**src/rtl/fpgavn_stream_pkg.sv**
```systemverilog
// fpgavn_stream_pkg: stage state encoding and width helper shared by the streaming slices.
package fpgavn_stream_pkg;

  typedef enum logic [1:0] {
    EMPTY = 2'd0,
    HALF  = 2'd1,
    FULL  = 2'd2
  } stage_state_e;

  function automatic int CLOG2(input int value);
    int res;
    res = 0;
    for (int i = 0; i < 30; i++) begin
      if ((32'sd1 <<< i) < value) begin
        res = i + 1;
      end
    end
    return res;
  endfunction

endpackage

```
**src/rtl/s_skid_stage.sv**
```systemverilog
// s_skid_stage: one main+skid register stage; both handshake outputs come straight from flops.
module s_skid_stage
  import fpgavn_stream_pkg::*;
#(
  parameter int              SIZE    = 8,
  parameter logic [SIZE-1:0] RST_VAL = {SIZE{1'b0}}
) (
  input  logic            clk,
  input  logic            rst,
  input  logic            flush,
  input  logic            in_vld,
  output logic            in_rdy,
  input  logic [SIZE-1:0] in_dat,
  output logic            out_vld,
  input  logic            out_rdy,
  output logic [SIZE-1:0] out_dat
);

  stage_state_e    r_state;
  stage_state_e    w_state_nxt;
  logic [SIZE-1:0] r_main;
  logic [SIZE-1:0] r_skid;
  logic [SIZE-1:0] w_main_nxt;
  logic [SIZE-1:0] w_skid_nxt;
  logic            r_vld;
  logic            r_rdy;
  logic            w_vld_nxt;
  logic            w_rdy_nxt;
  logic            w_in;
  logic            w_out;

  assign w_in    = in_vld && r_rdy;
  assign w_out   = r_vld && out_rdy;
  assign in_rdy  = r_rdy;
  assign out_vld = r_vld;
  assign out_dat = r_main;

  // State and data registers; flush empties the stage but leaves data contents untouched.
  always_ff @(posedge clk) begin
    if (rst) begin
      r_state <= EMPTY;
      r_main  <= RST_VAL;
      r_skid  <= RST_VAL;
      r_vld   <= 1'b0;
      r_rdy   <= 1'b0;
    end else if (flush) begin
      r_state <= EMPTY;
      r_vld   <= 1'b0;
      r_rdy   <= 1'b1;
    end else begin
      r_state <= w_state_nxt;
      r_main  <= w_main_nxt;
      r_skid  <= w_skid_nxt;
      r_vld   <= w_vld_nxt;
      r_rdy   <= w_rdy_nxt;
    end
  end

  // Next-state and data steering.
  always_comb begin
    w_state_nxt = r_state;
    w_main_nxt  = r_main;
    w_skid_nxt  = r_skid;
    case (r_state)
      EMPTY: begin
        if (w_in) begin
          w_state_nxt = HALF;
          w_main_nxt  = in_dat;
        end else begin
          w_state_nxt = EMPTY;
        end
      end
      HALF: begin
        case ({w_in, w_out})
          2'b11:   w_main_nxt = in_dat;
          2'b10: begin
            w_state_nxt = FULL;
            w_skid_nxt  = in_dat;
          end
          2'b01:   w_state_nxt = EMPTY;
          default: w_state_nxt = HALF;
        endcase
      end
      FULL: begin
        if (w_out) begin
          w_state_nxt = HALF;
          w_main_nxt  = r_skid;
        end else begin
          w_state_nxt = FULL;
        end
      end
      default: w_state_nxt = EMPTY;
    endcase
  end

  // Handshake flags decoded from the next state so they can be registered.
  always_comb begin
    w_vld_nxt = 1'b0;
    w_rdy_nxt = 1'b1;
    case (w_state_nxt)
      EMPTY:   begin w_vld_nxt = 1'b0; w_rdy_nxt = 1'b1; end
      HALF:    begin w_vld_nxt = 1'b1; w_rdy_nxt = 1'b1; end
      FULL:    begin w_vld_nxt = 1'b1; w_rdy_nxt = 1'b0; end
      default: begin w_vld_nxt = 1'b0; w_rdy_nxt = 1'b1; end
    endcase
  end

endmodule

```
**src/rtl/s_pipe_slice.sv**
```systemverilog
// s_pipe_slice: DEPTH chained skid stages with full-throughput valid/ready flow control.
// Define S_PIPE_SLICE_OCC_EN to add the registered occupancy output occ.
module s_pipe_slice
  import fpgavn_stream_pkg::*;
#(
  parameter int              SIZE    = 8,
  parameter int              DEPTH   = 2,
  parameter logic [SIZE-1:0] RST_VAL = {SIZE{1'b0}}
) (
  input  logic            clk,
  input  logic            rst,
  input  logic            flush,
  input  logic            ivld,
  output logic            irdy,
  input  logic [SIZE-1:0] idat,
  output logic            ovld,
  input  logic            ordy,
  output logic [SIZE-1:0] odat
`ifdef S_PIPE_SLICE_OCC_EN
  ,
  output logic [CLOG2(2*DEPTH+1)-1:0] occ
`endif
);

  logic            w_vld [DEPTH+1];
  logic            w_rdy [DEPTH+1];
  logic [SIZE-1:0] w_dat [DEPTH+1];

  if (DEPTH < 1) begin : g_depth_check
    $error("s_pipe_slice: DEPTH must be at least 1");
  end

  assign w_vld[0]     = ivld;
  assign w_dat[0]     = idat;
  assign irdy         = w_rdy[0];
  assign ovld         = w_vld[DEPTH];
  assign odat         = w_dat[DEPTH];
  assign w_rdy[DEPTH] = ordy;

  for (genvar g = 0; g < DEPTH; g++) begin : g_stage
    s_skid_stage #(
      .SIZE    (SIZE),
      .RST_VAL (RST_VAL)
    ) u_stage (
      .clk     (clk),
      .rst     (rst),
      .flush   (flush),
      .in_vld  (w_vld[g]),
      .in_rdy  (w_rdy[g]),
      .in_dat  (w_dat[g]),
      .out_vld (w_vld[g+1]),
      .out_rdy (w_rdy[g+1]),
      .out_dat (w_dat[g+1])
    );
  end

`ifdef S_PIPE_SLICE_OCC_EN
  localparam int OCC_W = CLOG2(2*DEPTH+1);

  logic [OCC_W-1:0] r_occ;
  logic             w_up;
  logic             w_dn;

  assign w_up = ivld && irdy;
  assign w_dn = ovld && ordy;
  assign occ  = r_occ;

  // Word count; simultaneous push and pop leave it unchanged.
  always_ff @(posedge clk) begin
    if (rst || flush) begin
      r_occ <= {OCC_W{1'b0}};
    end else if (w_up && !w_dn) begin
      r_occ <= r_occ + OCC_W'(1);
    end else if (w_dn && !w_up) begin
      r_occ <= r_occ - OCC_W'(1);
    end else begin
      r_occ <= r_occ;
    end
  end
`endif

endmodule
```
**config.mk**
```make
export PLATFORM = sky130hd
export DESIGN_NAME = s_pipe_slice
export DESIGN_NICKNAME = d
export VERILOG_FILES = /design/src/rtl/fpgavn_stream_pkg.sv /design/src/rtl/s_skid_stage.sv /design/src/rtl/s_pipe_slice.sv
export SDC_FILE = /design/constraint.sdc
export NUM_CORES = 1
export LEC_CHECK = 0
export BUFFER_PORTS_ARGS = -buffer_cell sky130_fd_sc_hd__buf_2
export CAP_MARGIN = 40
export CELL_PAD_IN_SITES_DETAIL_PLACEMENT = 1
export CELL_PAD_IN_SITES_GLOBAL_PLACEMENT = 2
export CORE_MARGIN = 8
export CORE_UTILIZATION = 38
export CTS_CLUSTER_DIAMETER = 150
export DETAILED_ROUTE_END_ITERATION = 8
export GPL_TIMING_DRIVEN = 0
export PLACE_DENSITY = 0.88
export SYNTH_ARGS = -nofsm -noshare
export SYNTH_HDL_FRONTEND = slang
export SYNTH_SLANG_ARGS = --single-unit
```
**constraint.sdc**
```tcl
create_clock -name clk -period 5.1 [get_ports clk]
set_clock_uncertainty 0.1 [all_clocks]
set_input_delay 1.02 -clock clk [delete_from_list [all_inputs] [get_ports clk]]
set_output_delay 1.02 -clock clk [all_outputs]
set_load 0.02 [all_outputs]
```
Word-level counts from Yosys, hierarchy flattened. Index checks and enable logic that the tools add are counted.

Eq/ne operators: 20. Muxes and demuxes: 22. Bitwise logic cells: 1. Reduce and logical (&&, ||, !) cells: 14.

Operators with widths (count): $mux W8 (6); $pmux W8 S3 (2); $pmux W2 S3 (4); $eq A2 B2 Y1 const B (8); $eq A2 B1 Y1 const B (6); $reduce_and A5 Y1 (2); $mux W1 (8); $ne A2 B1 Y1 const B (3); $ne A2 B2 Y1 const B (3); $reduce_and A3 Y1 (2); $reduce_bool A3 Y1 (2); $reduce_or A2 Y1 (3); $logic_not A2 Y1 (2); $mux W2 (2); $logic_and A1 B1 Y1 (3); $not A1 Y1 (1).

Bits in registers: 40. Bits of input ports: 13. Logic and storage cells: 67.

Longest topological paths before layout. Gate-level depths: netlist of the first run.

Depth in word-level cells: 7. Depth in mapped cells: 6.

Modules after synthesis. A second synthesis of the first run with hierarchy kept.

Cells, all modules: 176. Area total of the unflattened synthesis: 1746.7 sq um.

By module, submodules not included: s_skid_stage (instances 2, cells an instance 88, area an instance 873.3 sq um, sequential area each 400.4 sq um).

Least setup slack after synthesis of the first run. No wires, ideal clock.

Kind: input to register. Start: input port ordy. End: register g_stage[1].u_stage.r_vld. Arrival time: 1994 ps. Slack: 2941 ps. Cell stages on the path: 5. Path buffers: 0. Path through: nand2_1 -> and3_2 -> o31ai_1 -> ha_1 -> nor2_1.

Word-level cells in the longest chain between the ends: 7. Elaborated cells on any way between the ends: 11. Classes of those cells: eq/ne (5); mux (4); reduce/logical (2).

Ends and longest elaborated chain: start, declared (RTL line s_pipe_slice.sv:17) `input logic ordy,`; $logic_and A1 B1 Y1 * (RTL line s_skid_stage.sv:33) `assign w_out = r_vld && out_rdy;`; $eq A2 B1 Y1 or $eq A2 B2 Y1 (tied branches) (RTL line s_skid_stage.sv:74) `case ({w_in, w_out})`; $pmux W2 S3 (RTL line s_skid_stage.sv:74); $pmux W2 S3 * (RTL line s_skid_stage.sv:64) `case (r_state)`; $eq A2 B1 Y1 or $eq A2 B2 Y1 (tied branches) (RTL line s_skid_stage.sv:100) `case (w_state_nxt)`; $reduce_or A2 Y1 (no source line) *; $mux W1 * (RTL line s_skid_stage.sv:100); end signal, assigned (RTL line s_skid_stage.sv:54) `r_vld <= w_vld_nxt;`; end, declared (RTL line s_skid_stage.sv:25) `logic r_vld;`.

Every way passes the cells marked *; elsewhere a longest branch is shown, timed or not. A chain may end at the register's enable or synchronous reset.

Final worst setup path of the first run.
Start: input port ivld. End: register g_stage[0].u_stage.r_skid[1].

Word-level cells in the longest chain between the ends: 3.

Ends and longest elaborated chain: start, declared (RTL line s_pipe_slice.sv:13) `input logic ivld,`; $logic_and A1 B1 Y1 (RTL line s_skid_stage.sv:32) `assign w_in = in_vld && r_rdy;`; $eq A2 B2 Y1 (RTL line s_skid_stage.sv:74); $reduce_and A3 Y1 (no source line); end signal, assigned (RTL line s_skid_stage.sv:53) `r_skid <= w_skid_nxt;`; end, declared (RTL line s_skid_stage.sv:22) `logic [SIZE-1:0] r_skid;`.

Every way passes these cells.

==> results of run 1 <==
==> power groups by stage <==
stage,clock network [mW],registers (mW),logic [mW]
2_1_floorplan,0,0.332,0.0249
3_3_place_gp,0,0.331,0.0393
3_5_place_dp,0,0.332,0.0416
4_1_cts,0.309,0.325,0.0419
5_1_grt,0.321,0.326,0.0454
6_report,0.300,0.325,0.0413
==> critical path: cells and delay by family <==
family / cells / cell delay [ns]
buffers and inverters: 2 / 0.39
muxes: 1 / 0.24
and+or+nand+nor: 3 / 0.50
==> state kept, by name (all words and copies together), names as in the netlist <==
| register | flops |
|---|---|
| g_stage.u_stage.in_rdy | 2 |
| g_stage.u_stage.out_dat | 16 |
| g_stage.u_stage.out_vld | 2 |
| g_stage.u_stage.r_skid | 16 |
| g_stage.u_stage.r_state | 4 |
==> kinds of logic after synthesis <==
kind of cell | Yosys count | synth area share (%)
simple gates | 73 | 19.0
flops | 40 | 46.3
compound gates | 27 | 15.1
mux | 24 | 13.9
buf+inv | 12 | 4.13
fa+ha+maj | 2 | 1.45
==> path summary, 6_finish.rpt <==
check                           slack, ns                                    endpoint  cells after the start
worst min-delay path                 0.39  g_stage[1].u_stage.out_dat[6]$_SDFFE_PP0P_                      2
worst min register to register       0.39  g_stage[1].u_stage.out_dat[6]$_SDFFE_PP0P_                      2
worst max-delay path                 3.01   g_stage[0].u_stage.r_skid[1]$_SDFFE_PP0P_                      6
worst max register to register       3.31  g_stage[0].u_stage.out_dat[0]$_SDFFE_PP0P_                      5
==> cell usage in the layout, fill, tap and decap left out, types with 3 or more instances in the layout <==
| master | Yosys | final |
|---|---|---|
| a211oi_1 | 6 | 6 |
| a21oi_1 | 4 | 4 |
| a311oi_1 | 6 | 6 |
| buf_2 | 3 | 24 |
| buf_6 | 3 | 3 |
| clkbuf_1 | 4 | 4 |
| clkbuf_8 | 0 | 5 |
| dfxtp_1 | 40 | 40 |
| mux2i_1 | 24 | 24 |
| nand2_1 | 20 | 20 |
| nor2_1 | 38 | 38 |
| or2_2 | 3 | 3 |
==> through the flow <==
stage	utilization [%]	setup slack [ns]	power, mW	hold WS, ns	area (um^2)
final	46.6	3.01	0.667	0.386	2030
after global routing	46.6	2.88	0.692	0.407	2030
after CTS	46.6	3.01	0.676	0.390	2030
after detailed placement	43.6	2.68	0.374	0.379	1900
after global placement	43.6	2.75	0.371	0.372	1900
after floorplan	-	2.94	0.357	0.354	1730
==> layer usage <==
| metal | part of all wire [%] | wire [um] |
|---|---|---|
| met5 | 0 | 0 |
| met1 | 44 | 1780 |
| met2 | 50 | 2030 |
| met3 | 3.5 | 141 |
| met4 | 1.9 | 78 |
==> cell type report <==
type	count	share of cell area (%)
multi-input cells	126	42.2
flip-flops and latches	40	39.5
repair buffers	21	5.19
clock buffers	5	3.40
plain buffers	11	3.33
well taps	52	3.21
clock inverters	2	2.96
inverters	1	0.185
==> results.json, run 1 <==
{
  "grt_busiest_layer": "met2",
  "slew_violations": 0,
  "nFillCells": 511,
  "cts_tree": "yes",
  "path_cells": "buf_2, nand3b_1, nor4bb_1, buf_2, mux2i_1, nor2_1",
  "worst_ep_required_time_ns": 5.16,
  "cts_made_buffers": 5,
  "status": "finished, final reports clean",
  "crit_start": "ivld",
  "powerDensity_nw_per_um2": 329,
  "hold_viol": 0,
  "nets": 221,
  "antenna_left": 0,
  "die_w_um": 83.4,
  "clkSlewWorstSetupHoldPaths_ns": 0.07,
  "dr.pass1.iters": 4,
  "cts_setup_buffers": 0,
  "finalCritPeriodShare_pct": 41.0,
  "setup_viol": 0,
  "postCtsHoldBufs": 0,
  "endpoint_kind": "flip-flop",
  "switching_share_pct": 20.9,
  "grtUsageTotal_pct": 11.6,
  "ir_drop_v": 0.000274,
  "dp_hpwl_mm": 3.11,
  "synth_most_common_cell": "dfxtp_1",
  "worstPathMaxFanout": 8,
  "core_um2": 4350,
  "path_common_cell": "buf_2",
  "viasPerCell": 5.27,
  "row_count": 24,
  "clock-sinks": 40,
  "overflow": 0,
  "max_freq_mhz": 478,
  "cpPeakStageDelay_ns": 0.30,
  "gr-usage-met1_pct": 12.5,
  "grt_max_degree": 13,
  "htreeDepth": 2,
  "cap_violations": 0,
  "final_cell_count_no_fill": 258,
  "yosys-top-cells-area": "dfxtp_1 (46%), mux2i_1 (14%), nor2_1 (8.3%), nand2_1 (4.3%), a221oi_4 (3.0%)",
  "switchingPower_uw": 139,
  "min_from": "g_stage[1].u_stage.r_skid[6]$_SDFFE_PP0P_",
  "synthToLayoutAreaGrowth_pct": 17.3,
  "yosysWarnings": 0,
  "clockBufferDepth": 2,
  "synth_cells": 178,
  "cp.arrival_ns": 2.16,
  "synth_seq_cells": 40,
  "routedWlPerCell_um": 15.6,
  "internal_power_uw": 527,
  "worst_pin_slew_ns": 0.559,
  "synth.distinct_cells": 30,
  "grt_pass1_wl_mm": 6.64,
  "place_inst": 251,
  "multi_input_area_um2": 856,
  "synth.top_cell.area_share_pct": 46.3,
  "rsz0062_at_grt": "false",
  "avgSynthCellArea_um2": 9.71,
  "grt_pass1_vias": 1421,
  "async_flop_share_pct": 0,
  "gp_congestion": 0.746,
  "antenna_found_initial": 0,
  "rr_startpoint": "g_stage[0].u_stage.r_state[0]$_SDFF_PP0_",
  "ys_seq_area_share_pct": 46.3,
  "clk_latency_ns": 0.29,
  "clkPwrFrac_pct": 45.1,
  "syn_nets": 193,
  "pwr-share-seq_pct": 48.7,
  "tns_ns": 0,
  "syn_area_um2": 1730,
  "dieArea_um2": 6960,
  "comb_power_share_pct": 6.2,
  "num_antenna_cells": 0,
  "totalWireLength_mm": 4.02,
  "clockRootBuffer": "clkbuf_8",
  "leakage_nw": 0.787,
  "vias": 1359,
  "slowest_stage": "buf_2",
  "synth_top_area_cell": "dfxtp_1",
  "port_buffers": 21,
  "die_y_um": 83.4,
  "worstSetupPathType": "in2reg",
  "slew_headroom_pct": 62.7,
  "initial_utilization_pct": 39.7,
  "critPathLaunchType": "input port",
  "cts.repair.resized": 0,
  "synth_edf_count": 0,
  "yosys-top-cells-count": "dfxtp_1 (40), nor2_1 (38), mux2i_1 (24)",
  "io_pins": 23,
  "drc": 0,
  "drive_gt1_share_pct": 21.8,
  "initialDrtViolationCount": 35,
  "hold_class": "reg2reg",
  "grt_util_met3_pct": 3.22,
  "regArea_um2": 801,
  "synth_flop_cell": "dfxtp_1",
  "period_needed_ns": 2.09,
  "met2_usage_pct": 20.3
}
Power figures use the tool's default switching activity.
==> inputs of run 2 (changes only) <==
- CORE_UTILIZATION: 38 -> 35
- PLACE_DENSITY: 0.88 -> 0.82
- clock period: 5.1 -> 1.95 ns (I/O delays scaled with it)
==> run 2 against run 1 <==
Final cell count increased by 6.2%. Clock power increased by 120%. Critical path depth decreased by 1. Final area decreased by 0.12%. Worst hold slack got worse by 0.13 ns. Combinational power increased to 2.6 times the previous value. Count of clock-buffer cells in the layout increased by 1. Global-route usage decreased by 0.27 points. Non-clock buffer count unchanged. Critical endpoint is now g_stage[0].u_stage.r_skid[3]$_SDFFE_PP0P_. Largest cell class unchanged. Highest routed layer unchanged.
==> results.json, run 2 (same netlist as run 1, synthesis figures left out) <==
{
  "status": "finished, final reports clean",
  "cts_made_buffers": 5,
  "initial_utilization_pct": 36.3,
  "die_y_um": 86.3,
  "nFillCells": 568,
  "cts_tree": "yes",
  "critPathLaunchType": "flip-flop",
  "totalWireLength_mm": 3.88,
  "clockBufferDepth": 2,
  "drive_gt1_share_pct": 21.7,
  "port_buffers": 21,
  "layout_common_cells": "dfxtp_1 (40), nor2_1 (38), buf_2 (24), mux2i_1 (24), nand2_1 (20)",
  "critPathBufInv": 1,
  "setup_viol": 0,
  "tns_ns": 0,
  "num_antenna_cells": 0,
  "final_cell_count_no_fill": 274,
  "overflow": 0,
  "core_um2": 4750,
  "leakage_nw": 0.778,
  "rsz0062_at_grt": "false",
  "fin_ws_ns": 0.196,
  "ir_drop_v": 0.000400,
  "nets": 221,
  "cp_top_family": "simple AND/OR/NAND/NOR gates",
  "postCtsHoldBufs": 0,
  "hold_class": "in2reg",
  "clockRootBuffer": "clkbuf_8",
  "viasPerCell": 4.89,
  "slew_headroom_pct": 63.9,
  "dieArea_um2": 7440,
  "final_common_cell": "dfxtp_1",
  "whs_ns": 0.251,
  "cap_violations": 0,
  "synthToLayoutAreaGrowth_pct": 17.2,
  "row_count": 25,
  "endpoint_kind": "flip-flop",
  "period_needed_ns": 1.75,
  "vias": 1341,
  "gp_congestion": 0.762,
  "slew_violations": 0,
  "io_pins": 23,
  "die_w_um": 86.3,
  "initialDrtViolationCount": 71,
  "grt_pass1_wl_mm": 6.63,
  "fin_util_pct": 42.6,
  "hold_viol": 0,
  "grtUsageTotal_pct": 11.3,
  "dr.pass1.iters": 4,
  "clkSlewWorstSetupHoldPaths_ns": 0.07,
  "grt_pass1_vias": 1472,
  "worstPathMaxFanout": 8,
  "antenna_found_initial": 0,
  "max_freq_mhz": 570,
  "dp_hpwl_mm": 3.02,
  "cpPeakStageDelay_ns": 0.34,
  "drc": 0,
  "clock-sinks": 40,
  "finalCritPeriodShare_pct": 89.9,
  "worst_pin_slew_ns": 0.542,
  "slowest_stage": "dfxtp_1",
  "cts.repair.resized": 0,
  "clk_latency_ns": 0.29,
  "antenna_left": 0,
  "grt_max_degree": 13,
  "dp_slack_ns": 0.179,
  "htreeDepth": 2,
  "cts_setup_buffers": 0,
  "path_cells": "nand2_1, nor4bb_1, buf_2, mux2i_1, nor2_1",
  "worstSetupPathType": "reg2reg",
  "powerDensity_nw_per_um2": 797,
  "routedWlPerCell_um": 14.2,
  "place_inst": 266,
  "cp.arrival_ns": 1.82,
  "worst_ep_required_time_ns": 2.01
}
==> run 2: area by class of cell <==
cell class / instances / area (um^2) / area share, %
Buffer: 11 / 67.6 / 3.34
Clock buffer: 6 / 72.6 / 3.58
Clock inverter: 2 / 35.0 / 1.73
Inverter: 1 / 3.75 / 0.185
Multi-Input combinational cell: 126 / 856 / 42.3
Sequential cell: 40 / 801 / 39.6
Tap cell: 67 / 83.8 / 4.14
Timing Repair Buffer: 21 / 105 / 5.19
==> run 2: power by group <==
part / internal [mW] / switching (mW) / leakage, nW
Combinational: 0.0418 / 0.0654 / 0.399
Sequential: 0.834 / 0.0145 / 0.324
Clock: 0.380 / 0.277 / 0.0552
Total: 1.26 / 0.357 / 0.778
==> run 2: final timing paths <==
| kind | startpoint | end | slack (ns) | depth (start not counted) |
|---|---|---|---|---|
| max | g_stage[0].u_stage.out_vld$_SDFF_PP0_ | g_stage[0].u_stage.r_skid[3]$_SDFFE_PP0P_ | 0.20 | 5 |
| min | idat[6] | g_stage[0].u_stage.r_skid[6]$_SDFFE_PP0P_ | 0.25 | 3 |
| max reg2reg | g_stage[0].u_stage.out_vld$_SDFF_PP0_ | g_stage[0].u_stage.r_skid[3]$_SDFFE_PP0P_ | 0.20 | 5 |
| min reg2reg | g_stage[1].u_stage.r_skid[2]$_SDFFE_PP0P_ | g_stage[1].u_stage.out_dat[2]$_SDFFE_PP0P_ | 0.38 | 2 |
==> run 2: per-layer routing <==
layer,track usage [%],part of all wire (%),vias to the layer above
met1,12.3,45,632
met5,0,0,-
li1,-,-,682
met4,4.54,0.82,0
met2,19.5,50,25
met3,3.97,4.6,2
==> run 2: worst reg2reg max path, cell delays in order, from the launching register on <==
cell	delay, ns
dfxtp_1	0.34
nand2_1	0.25
nor4bb_1	0.34
buf_2	0.31
mux2i_1	0.24
nor2_1	0.05
==> run 2: per-stage QoR <==
step	instance area (um^2)	total power [mW]
after floorplan	1730	0.934
after global placement	1920	0.970
after detailed placement	1920	0.977
after CTS	2020	1.64
after global routing	2020	1.68
final	2020	1.61
==> inputs of run 3 (changes only) <==
- CORE_MARGIN: 8 -> unset
==> run 3 against run 2 <==
Die area shrank 30%. Via count shrank 1.8%. Fmax shrank 0.26%. Highest routed layer unchanged. Sequential share of layout area grew 0.60 points. Critical path type unchanged. Count of clock-buffer cells in the layout is the same. Total power shrank 8.7%. Critical endpoint is now g_stage[1].u_stage.out_dat[1]$_SDFFE_PP0P_. Routed wire length shrank 5.9%.
==> results.json, run 3 (same netlist as run 1, synthesis figures left out) <==
{
  "cp.arrival_ns": 1.86,
  "rr_worst_depth": 6,
  "slew_headroom_pct": 63.3,
  "crit_start": "g_stage[1].u_stage.r_state[0]$_SDFF_PP0_",
  "synthToLayoutAreaGrowth_pct": 15.4,
  "cap_violations": 0,
  "num_antenna_cells": 0,
  "grtUsageTotal_pct": 15.4,
  "initial_utilization_pct": 36.6,
  "nets": 221,
  "path_cells": "nand2b_1, buf_6, a221oi_4, buf_6, nor2_1, a311oi_2",
  "die_y_um": 72.3,
  "leakage_nw": 0.764,
  "critical_path_depth": 6,
  "fin_util_pct": 42.2,
  "final_common_cell": "dfxtp_1",
  "cts.repair.resized": 0,
  "tns_ns": 0,
  "nFillCells": 549,
  "row_count": 25,
  "hold_viol": 0,
  "status": "finished, final reports clean",
  "cts_setup_buffers": 0,
  "cpPeakStageDelay_ns": 0.42,
  "critPathLaunchType": "flip-flop",
  "postCtsHoldBufs": 0,
  "grt_pass1_wl_mm": 6.24,
  "antenna_found_initial": 0,
  "io_pins": 23,
  "htreeDepth": 2,
  "rr_startpoint": "g_stage[1].u_stage.r_state[0]$_SDFF_PP0_",
  "ir_drop_v": 0.000344,
  "endpoint_kind": "flip-flop",
  "worst_pin_slew_ns": 0.550,
  "gp_congestion": 0.767,
  "drc": 0,
  "cts_made_buffers": 5,
  "setup_viol": 0,
  "initialDrtViolationCount": 42,
  "timing.critical_path.to": "g_stage[1].u_stage.out_dat[1]$_SDFFE_PP0P_",
  "clockBufferDepth": 2,
  "critPathBufInv": 2,
  "vias": 1317,
  "period_needed_ns": 1.76,
  "dr.pass1.iters": 4,
  "core_um2": 4720,
  "max_freq_mhz": 569,
  "worstPathMaxFanout": 10,
  "path_common_cell": "buf_6",
  "powerDensity_nw_per_um2": 738,
  "hold_class": "in2reg",
  "worst_ep_required_time_ns": 2.05,
  "die_w_um": 72.3,
  "clockRootBuffer": "clkbuf_8",
  "antenna_left": 0,
  "clkSlewWorstSetupHoldPaths_ns": 0.08,
  "cp_top_family": "compound AO/OA/AOI/OAI gates",
  "r2r-end": "g_stage[1].u_stage.out_dat[1]$_SDFFE_PP0P_",
  "grt_max_degree": 12,
  "port_buffers": 21,
  "worstSetupPathType": "reg2reg",
  "totalWireLength_mm": 3.65,
  "rsz0062_at_grt": "false",
  "multi_input_area_um2": 856,
  "slew_violations": 0,
  "viasPerCell": 4.82,
  "layout_common_cells": "dfxtp_1 (40), nor2_1 (38), buf_2 (24), mux2i_1 (24), nand2_1 (20)",
  "cts_tree": "yes",
  "dp_hpwl_mm": 2.86,
  "grt_pass1_vias": 1364,
  "clock-sinks": 40,
  "overflow": 0,
  "finalCritPeriodShare_pct": 90.2,
  "clk_latency_ns": 0.29,
  "slowest_stage": "a221oi_4",
  "routedWlPerCell_um": 13.4,
  "dieArea_um2": 5220,
  "regArea_um2": 801,
  "drive_gt1_share_pct": 21.4,
  "r2r_setup_slack_ns": 0.19
}
## run 3: cell count changes in the layout (fill, tap and decap cells not counted)
cell	change
bufinv_16	-1
## run 3: worst reg2reg max path, cell delays in order, from the launching register on
cell	delay, ns
dfxtp_1	0.35
nand2b_1	0.16
buf_6	0.15
a221oi_4	0.42
buf_6	0.20
nor2_1	0.06
a311oi_2	0.23
## run 3: cell type report
type,instances,area share (%)
multi-input combinational,126,42.9
sequential,40,40.2
timing repair buffer,21,5.27
tap,67,4.20
clock buffer,6,3.64
buffer,11,3.39
clock inverter,1,0.251
inverter,1,0.188
## run 3: stage by stage
step | total power, mW | area, um^2 | hold WS (ns) | cells | setup slack [ns]
2_1_floorplan | 0.934 | 1730 | 0.354 | 178 | 0.330
6_report | 1.47 | 1990 | 0.255 | 273 | 0.192
4_1_cts | 1.49 | 1990 | 0.254 | 273 | 0.166
3_5_place_dp | 0.976 | 1920 | 0.376 | 266 | 0.174
5_1_grt | 1.53 | 1990 | 0.276 | 273 | 0.0596
3_3_place_gp | 0.969 | 1920 | 0.372 | 266 | 0.228
## run 3: power breakdown
part	switching (mW)	internal, mW
Combinational	0.0649	0.0419
Clock	0.273	0.243
Sequential	0.0143	0.834
## run 3: worst min-delay path by stage
stage / start / endpoint / slack (ns) / cells after the start
CTS: idat[6] / g_stage[0].u_stage.r_skid[6]$_SDFFE_PP0P_ / 0.25 / 3
floorplan: g_stage[1].u_stage.r_skid[2]$_SDFFE_PP0P_ / g_stage[1].u_stage.out_dat[2]$_SDFFE_PP0P_ / 0.35 / 2
global route: idat[5] / g_stage[0].u_stage.r_skid[5]$_SDFFE_PP0P_ / 0.28 / 3
global placement: g_stage[0].u_stage.r_skid[4]$_SDFFE_PP0P_ / g_stage[0].u_stage.r_skid[4]$_SDFFE_PP0P_ / 0.37 / 2
detailed placement: g_stage[1].u_stage.r_skid[6]$_SDFFE_PP0P_ / g_stage[1].u_stage.out_dat[6]$_SDFFE_PP0P_ / 0.38 / 2
finish: idat[6] / g_stage[0].u_stage.r_skid[6]$_SDFFE_PP0P_ / 0.26 / 3
## run 3: per-layer routing
layer | GRT usage, % | up-vias | part of all wire, %
li1 | - | 679 | -
met1 | 18.6 | 609 | 47
met2 | 26.9 | 22 | 48
met3 | 3.47 | 7 | 3.4
met4 | 5.23 | 0 | 1.4
met5 | 0 | - | 0
